==> config.mk <==
export PLATFORM = sky130hd
export DESIGN_NAME = fetch_unit
export DESIGN_NICKNAME = d
export VERILOG_FILES = /design/src/rtl/fetch_unit.sv
export SDC_FILE = /design/constraint.sdc
export NUM_CORES = 1
export LEC_CHECK = 0
export CAP_MARGIN = 30
export CELL_PAD_IN_SITES_DETAIL_PLACEMENT = 1
export CELL_PAD_IN_SITES_GLOBAL_PLACEMENT = 2
export CORE_MARGIN = 5
export CORE_UTILIZATION = 36
export CTS_CLUSTER_DIAMETER = 30
export CTS_CLUSTER_SIZE = 25
export DETAILED_ROUTE_END_ITERATION = 10
export GPL_ROUTABILITY_DRIVEN = 1
export PLACE_DENSITY_LB_ADDON = 0.1
export SETUP_SLACK_MARGIN = 0.02
export SYNTH_ARGS = -nofsm -noshare
export SYNTH_HDL_FRONTEND = slang
export SYNTH_SLANG_ARGS = --single-unit
==> constraint.sdc <==
create_clock -name clk -period 5.15 [get_ports clk]
set_clock_uncertainty 0.2 [all_clocks]
set_input_delay 1.03 -clock clk [delete_from_list [all_inputs] [get_ports clk]]
set_output_delay 1.03 -clock clk [all_outputs]
set_load 0.03 [all_outputs]
==> src/rtl/fetch_unit.sv <==
// ---------------------------------------------------------------------------
// fetch_unit
//
// Instruction-fetch stage. Owns the program counter, issues word reads to
// instruction memory over a req/ack handshake and presents
// {if_valid, if_pc, if_instr} to the IF/ID pipeline register. Downstream
// back-pressure is absorbed by a one-entry skid buffer. Branch/exception
// redirects are honoured immediately, or after the outstanding read returns
// when one is in flight (DRAIN).
//
// Ports
//   clk          in   1     rising-edge clock
//   reset        in   1     asynchronous, active-low reset (0 = in reset)
//   stall        in   1     IF/ID register not accepting this cycle
//   redirect     in   1     flush and restart fetch at redirect_pc
//   redirect_pc  in   BITS  redirect target, bits [1:0] ignored
//   mem_req      out  1     read request valid (forced 0 while in reset)
//   mem_addr     out  BITS  read address, stable until mem_ack
//   mem_ack      in   1     read data valid this cycle
//   mem_rdata    in   BITS  instruction word, valid with mem_ack
//   if_valid     out  1     output slot holds an instruction
//   if_pc        out  BITS  PC of if_instr
//   if_instr     out  BITS  instruction word
// ---------------------------------------------------------------------------
module fetch_unit #(
    parameter int          BITS     = 32,
    parameter logic [31:0] START_PC = 32'h0000_1000
) (
    input  logic            clk,
    input  logic            reset,
    input  logic            stall,
    input  logic            redirect,
    input  logic [BITS-1:0] redirect_pc,
    output logic            mem_req,
    output logic [BITS-1:0] mem_addr,
    input  logic            mem_ack,
    input  logic [BITS-1:0] mem_rdata,
    output logic            if_valid,
    output logic [BITS-1:0] if_pc,
    output logic [BITS-1:0] if_instr
);

    // BUSY : request outstanding, data goes to output slot or skid
    // HOLD : skid full, no request until the slot drains
    // DRAIN: redirected while a read is in flight; wait for and drop its data
    localparam logic [1:0] ST_BUSY  = 2'd0;
    localparam logic [1:0] ST_HOLD  = 2'd1;
    localparam logic [1:0] ST_DRAIN = 2'd2;

    localparam logic [BITS-1:0] PC_STEP    = {{(BITS-3){1'b0}}, 3'b100};
    localparam logic [BITS-1:0] ALIGN_MASK = ~{{(BITS-2){1'b0}}, 2'b11};
    localparam logic [BITS-1:0] ZERO_W     = {BITS{1'b0}};
    localparam logic [BITS-1:0] START_W    = START_PC[BITS-1:0];

    logic [1:0]      state_q,    state_d;
    logic [BITS-1:0] pc_q,       pc_d;
    logic [BITS-1:0] req_pc_q,   req_pc_d;
    logic [BITS-1:0] sk_pc_q,    sk_pc_d;
    logic [BITS-1:0] sk_instr_q, sk_instr_d;
    logic            if_valid_q, if_valid_d;
    logic [BITS-1:0] if_pc_q,    if_pc_d;
    logic [BITS-1:0] if_instr_q, if_instr_d;

    logic [BITS-1:0] tgt_s;
    logic [BITS-1:0] tgt_next_s;
    logic [BITS-1:0] pc_next_s;
    logic            slot_free_s;

    assign tgt_s       = redirect_pc & ALIGN_MASK;
    assign tgt_next_s  = tgt_s + PC_STEP;
    assign pc_next_s   = pc_q + PC_STEP;
    assign slot_free_s = !if_valid_q || !stall;

    // State and datapath registers, asynchronously cleared by reset
    always_ff @(posedge clk or negedge reset) begin
        if (!reset) begin
            state_q    <= ST_BUSY;
            pc_q       <= START_W + PC_STEP;
            req_pc_q   <= START_W;
            sk_pc_q    <= ZERO_W;
            sk_instr_q <= ZERO_W;
            if_valid_q <= 1'b0;
            if_pc_q    <= ZERO_W;
            if_instr_q <= ZERO_W;
        end else begin
            state_q    <= state_d;
            pc_q       <= pc_d;
            req_pc_q   <= req_pc_d;
            sk_pc_q    <= sk_pc_d;
            sk_instr_q <= sk_instr_d;
            if_valid_q <= if_valid_d;
            if_pc_q    <= if_pc_d;
            if_instr_q <= if_instr_d;
        end
    end

    // Next-state and datapath update; redirect outranks stall, ack and skid
    always_comb begin
        state_d    = state_q;
        pc_d       = pc_q;
        req_pc_d   = req_pc_q;
        sk_pc_d    = sk_pc_q;
        sk_instr_d = sk_instr_q;
        if_valid_d = if_valid_q;
        if_pc_d    = if_pc_q;
        if_instr_d = if_instr_q;

        case (state_q)
            ST_BUSY: begin
                if (redirect) begin
                    if_valid_d = 1'b0;
                    if (mem_ack) begin
                        // Old data is discarded; the new request goes out next cycle
                        req_pc_d = tgt_s;
                        pc_d     = tgt_next_s;
                    end else begin
                        // Request cannot be withdrawn: remember target, wait for ack
                        pc_d    = tgt_s;
                        state_d = ST_DRAIN;
                    end
                end else if (mem_ack) begin
                    req_pc_d = pc_q;
                    pc_d     = pc_next_s;
                    if (slot_free_s) begin
                        if_valid_d = 1'b1;
                        if_pc_d    = req_pc_q;
                        if_instr_d = mem_rdata;
                    end else begin
                        sk_pc_d    = req_pc_q;
                        sk_instr_d = mem_rdata;
                        state_d    = ST_HOLD;
                    end
                end else if (!stall) begin
                    if_valid_d = 1'b0;
                end else begin
                    if_valid_d = if_valid_q;
                end
            end

            ST_HOLD: begin
                if (redirect) begin
                    sk_pc_d    = ZERO_W;
                    sk_instr_d = ZERO_W;
                    req_pc_d   = tgt_s;
                    pc_d       = tgt_next_s;
                    if_valid_d = 1'b0;
                    state_d    = ST_BUSY;
                end else if (!stall) begin
                    if_valid_d = 1'b1;
                    if_pc_d    = sk_pc_q;
                    if_instr_d = sk_instr_q;
                    state_d    = ST_BUSY;
                end else begin
                    state_d = ST_HOLD;
                end
            end

            ST_DRAIN: begin
                if_valid_d = 1'b0;
                if (mem_ack) begin
                    // Stale data dropped; fetch the newest target next
                    req_pc_d = redirect ? tgt_s : pc_q;
                    pc_d     = redirect ? tgt_next_s : pc_next_s;
                    state_d  = ST_BUSY;
                end else if (redirect) begin
                    pc_d = tgt_s;
                end else begin
                    pc_d = pc_q;
                end
            end

            default: begin
                // Unreachable encoding: recover to a clean fetch at the current request
                if_valid_d = 1'b0;
                state_d    = ST_BUSY;
            end
        endcase
    end

    // Output decode; mem_req is gated by reset so it drops asynchronously
    always_comb begin
        mem_req  = 1'b0;
        mem_addr = req_pc_q;
        case (state_q)
            ST_BUSY:  mem_req = reset;
            ST_DRAIN: mem_req = reset;
            ST_HOLD:  mem_req = 1'b0;
            default:  mem_req = 1'b0;
        endcase
    end

    assign if_valid = if_valid_q;
    assign if_pc    = if_pc_q;
    assign if_instr = if_instr_q;

endmodule

==> flow_metrics.py <==
metrics = {
    "synth": {
        "ys_top_cells_by_count": "nand2_1 (246), dfrtp_1 (192), nor2_1 (152)",
        "synth_most_common_cell": "nand2_1",
        "ys_async_sr_fraction_pct": 100.0,
        "ys_seq_elements": 195,
        "synthCells": 1379,
        "synth_cell_types": 66,
        "syn-num-nets": 1454,
        "yosys-top-cells-area": "dfrtp_1 (42%), nand2_1 (8.0%), mux2i_1 (5.0%)",
        "synth_top_cell_by_area": "dfrtp_1",
        "synth-edff-count": 0,
        "seq_area_frac_synth_pct": 42.39,
        "synth_area_um2": 11520,
        "synth_top_area_share_pct": 41.70,
        "syn_area_per_cell_um2": 8.355,
        "ys_warn_count": 0,
        "synth_ff_type": "dfrtp_1",
    },
    "sta": {
        "slew_violations": 0,
        "rsz0062_at_grt": "false",
        "fmax_ghz": 0.2567,
        "fin_ws_ns": 1.255,
        "relSlewSlack_pct": 37.50,
        "min_period_ns": 3.895,
        "setup_violations": 0,
        "hold_viol_final": 0,
        "tightest_slew_ns": 0.9376,
        "setup_tns_ns": 0,
        "period_share_pct": 75.64,
    },
    "cts": {
        "cts.sinks": 195,
        "numCtsBuffers": 17,
        "h-tree-depth": 4,
        "postCtsSetupBuffers": 0,
        "insertion_delay_ns": 0.45,
        "clockBufferDepth": 2,
        "clk_pin_slew_ns": 0.08,
        "cts-root-buf": "clkbuf_16",
        "cts_hold_buf": 0,
        "cts_tree": "built",
        "cts_resized": 0,
    },
    "placement": {
        "gp_congestion": 0.8927,
        "place_area_um2": 13500,
        "dp_hpwl_mm": 28.16,
        "dp.cells": 1856,
        "pre_cts_slack_ns": 0.8032,
        "port_buffers": 164,
    },
    "critical_path": {
        "arrival_ns": 4.02,
        "cp.required_ns": 5.27,
        "cp_top_family": "simple AND/OR/NAND/NOR gates",
        "critPathBufInv": 1,
        "cp_max_fo": 14,
        "crit_path_start": "redirect_pc[4]",
        "critical_path_class": "in2reg",
        "cpMostUsedCell": "or4_4",
        "cp_slowest_cell": "clkdlybuf4s50_1",
        "critPathLaunchType": "input pin",
        "end_kind": "flip-flop",
        "r2r_start": "state_q[0]",
        "crit_chain": "clkdlybuf4s50_1, nand2_2, or4_4, or4_4, mux2i_1, a41o_1, a222oi_1",
        "slowest_delay_ns": 0.81,
    },
    "status": {
        "status": "finished, final reports clean",
    },
    "cells_and_area": {
        "drive_gt1_share_pct": 7.739,
        "antenna_cells": 0,
        "final_area_um2": 14130,
        "area_growth_pct": 22.67,
        "nNetsFinal": 1548,
        "fillers": 3724,
        "finalCoreUtilization_pct": 44.79,
        "layoutNonFillerInstCount": 1888,
    },
    "routing": {
        "vias_per_cell": 5.624,
        "drtIter0Drc": 676,
        "drc": 0,
        "vias": 10620,
        "wl_per_cell_um": 21.48,
        "drtAntennaViolNets": 0,
        "dr.pass1.iters": 4,
        "wl_mm": 40.56,
    },
    "grt": {
        "antenna_found_initial": 0,
        "grt_pass1_wl_mm": 64.14,
        "grtUsageTotal_pct": 22.59,
        "grt_max_degree": 147,
        "first_global_vias": 10860,
        "grt-ovfl-total": 0,
    },
    "power_and_ir_drop": {
        "peakVddDrop_uv": 269.2,
        "p_comb_share_pct": 52.1,
        "p_switching_w": 0.004295,
        "p_leak_nw": 5.658,
        "switching_share_pct": 46.87,
        "power_density_nw_per_um2": 648.5,
        "pwr-share-seq_pct": 32.2,
        "p_int_w": 0.004870,
        "p_clk_share_pct": 15.8,
    },
    "die": {
        "core_um2": 31560,
        "die_h_um": 188.9,
        "core.rowCount": 65,
        "start_util_pct": 36.51,
        "dieArea_um2": 35680,
        "ios": 167,
        "die_x_um": 188.9,
    },
    "hold_path": {
        "min_from": "sk_pc_q[0]",
        "hold_class": "reg2reg",
    },
    "flow_run": {
        "drv_cap": 0,
    },
}
area by class of cell:
class | count | area [um^2] | share of cell area (%)
Multi-Input combinational cell | 1038 | 6056 | 42.85
Sequential cell | 195 | 4883 | 34.56
Timing Repair Buffer | 204 | 1998 | 14.14
Tap cell | 402 | 503.0 | 3.559
Clock buffer | 18 | 439.2 | 3.108
Clock inverter | 14 | 188.9 | 1.337
Inverter | 17 | 63.81 | 0.4515
power groups by stage:
stage | Sequential (W) | Clock, W | Combinational (W)
finish | 0.00295 | 0.00145 | 0.00477
global route | 0.00306 | 0.00154 | 0.00517
CTS | 0.00295 | 0.00148 | 0.00480
detailed placement | 0.00298 | 0 | 0.00478
global placement | 0.00295 | 0 | 0.00466
floorplan | 0.00345 | 0 | 0.00236
stage by stage:
stage | power (W) | hold WS (ns)
floorplan | 0.005813 | 0.2483
CTS | 0.009224 | 0.2822
global route | 0.009775 | 0.3059
global placement | 0.007611 | 0.2585
finish | 0.009165 | 0.2796
detailed placement | 0.007764 | 0.2658
worst register-to-register path, delay by kind of cell (launching register included):
family                   cells  cell delay, ns
AO/OA/AOI/OAI                1            0.43
adder cells (fa/ha/maj)      1            0.30
buffers and inverters        4            0.73
flip-flops                   1            0.46
AND/OR/NAND/NOR              3            1.05
registers in the layout, summed over array words and instances, names as in the netlist:
name        cells
if_instr       32
if_valid        1
if_pc          32
sk_pc_q        32
pc_q           32
state_q         2
sk_instr_q     32
mem_addr       32
path summary, 6_finish.rpt:
path                          endpoint  slack [ns]  cells past startpoint
hold reg to reg             sk_pc_q[0]        0.28                      2
hold / removal              sk_pc_q[0]        0.28                      2
setup reg to reg              pc_q[27]        1.88                      9
min in group asynchronous  if_instr[8]        0.34                      1
setup / recovery              pc_q[30]        1.25                      7
max in group asynchronous  mem_addr[6]        3.11                      2
cells by family after synthesis:
logic type               Yosys count  synth area share [%]
AO/OA/AOI/OAI                    338                 18.18
XOR/XNOR                          68                 5.169
adder cells (fa/ha/maj)            6                0.6516
buffers and inverters            146                 5.506
flip-flops                       195                 42.39
multiplexers                      63                 5.528
AND/OR/NAND/NOR                  563                 22.58
per-layer routing:
metal / GRT usage [%] / share of wire, %
met1: 32.60 / 49
met2: 35.65 / 45
met3: 3.503 / 4.3
met4: 5.858 / 1.6
met5: 0 / 0
placed cells by master, fill, tap and decap left out, types with 4 or more instances in the layout:
| master | instances |
|---|---|
| nor2_1 | 150 |
| and4_1 | 7 |
| xor2_1 | 25 |
| ha_1 | 5 |
| dfrtp_1 | 192 |
| mux2_2 | 5 |
| o21ai_0 | 103 |
| nand3_1 | 33 |
| nand4_1 | 23 |
| clkbuf_16 | 17 |
| o31ai_1 | 9 |
| nor4_1 | 19 |
| or4_1 | 5 |
| o221ai_1 | 7 |
| and2_1 | 6 |
| or3_1 | 7 |
| inv_8 | 4 |
| nor2b_1 | 7 |
| inv_1 | 15 |
| a31oi_1 | 69 |
| clkdlybuf4s50_1 | 162 |
| buf_4 | 36 |
| a211oi_1 | 11 |
| a31o_2 | 4 |
| nand2_1 | 246 |
| nor3_1 | 27 |
| a221oi_1 | 10 |
| and3_1 | 8 |
| a21oi_1 | 69 |
| xnor2_1 | 43 |
| o221a_2 | 5 |
| mux2i_1 | 58 |
| o21a_1 | 4 |
| o211ai_1 | 5 |
| o22ai_1 | 15 |
(Power assumes the default switching activity.)
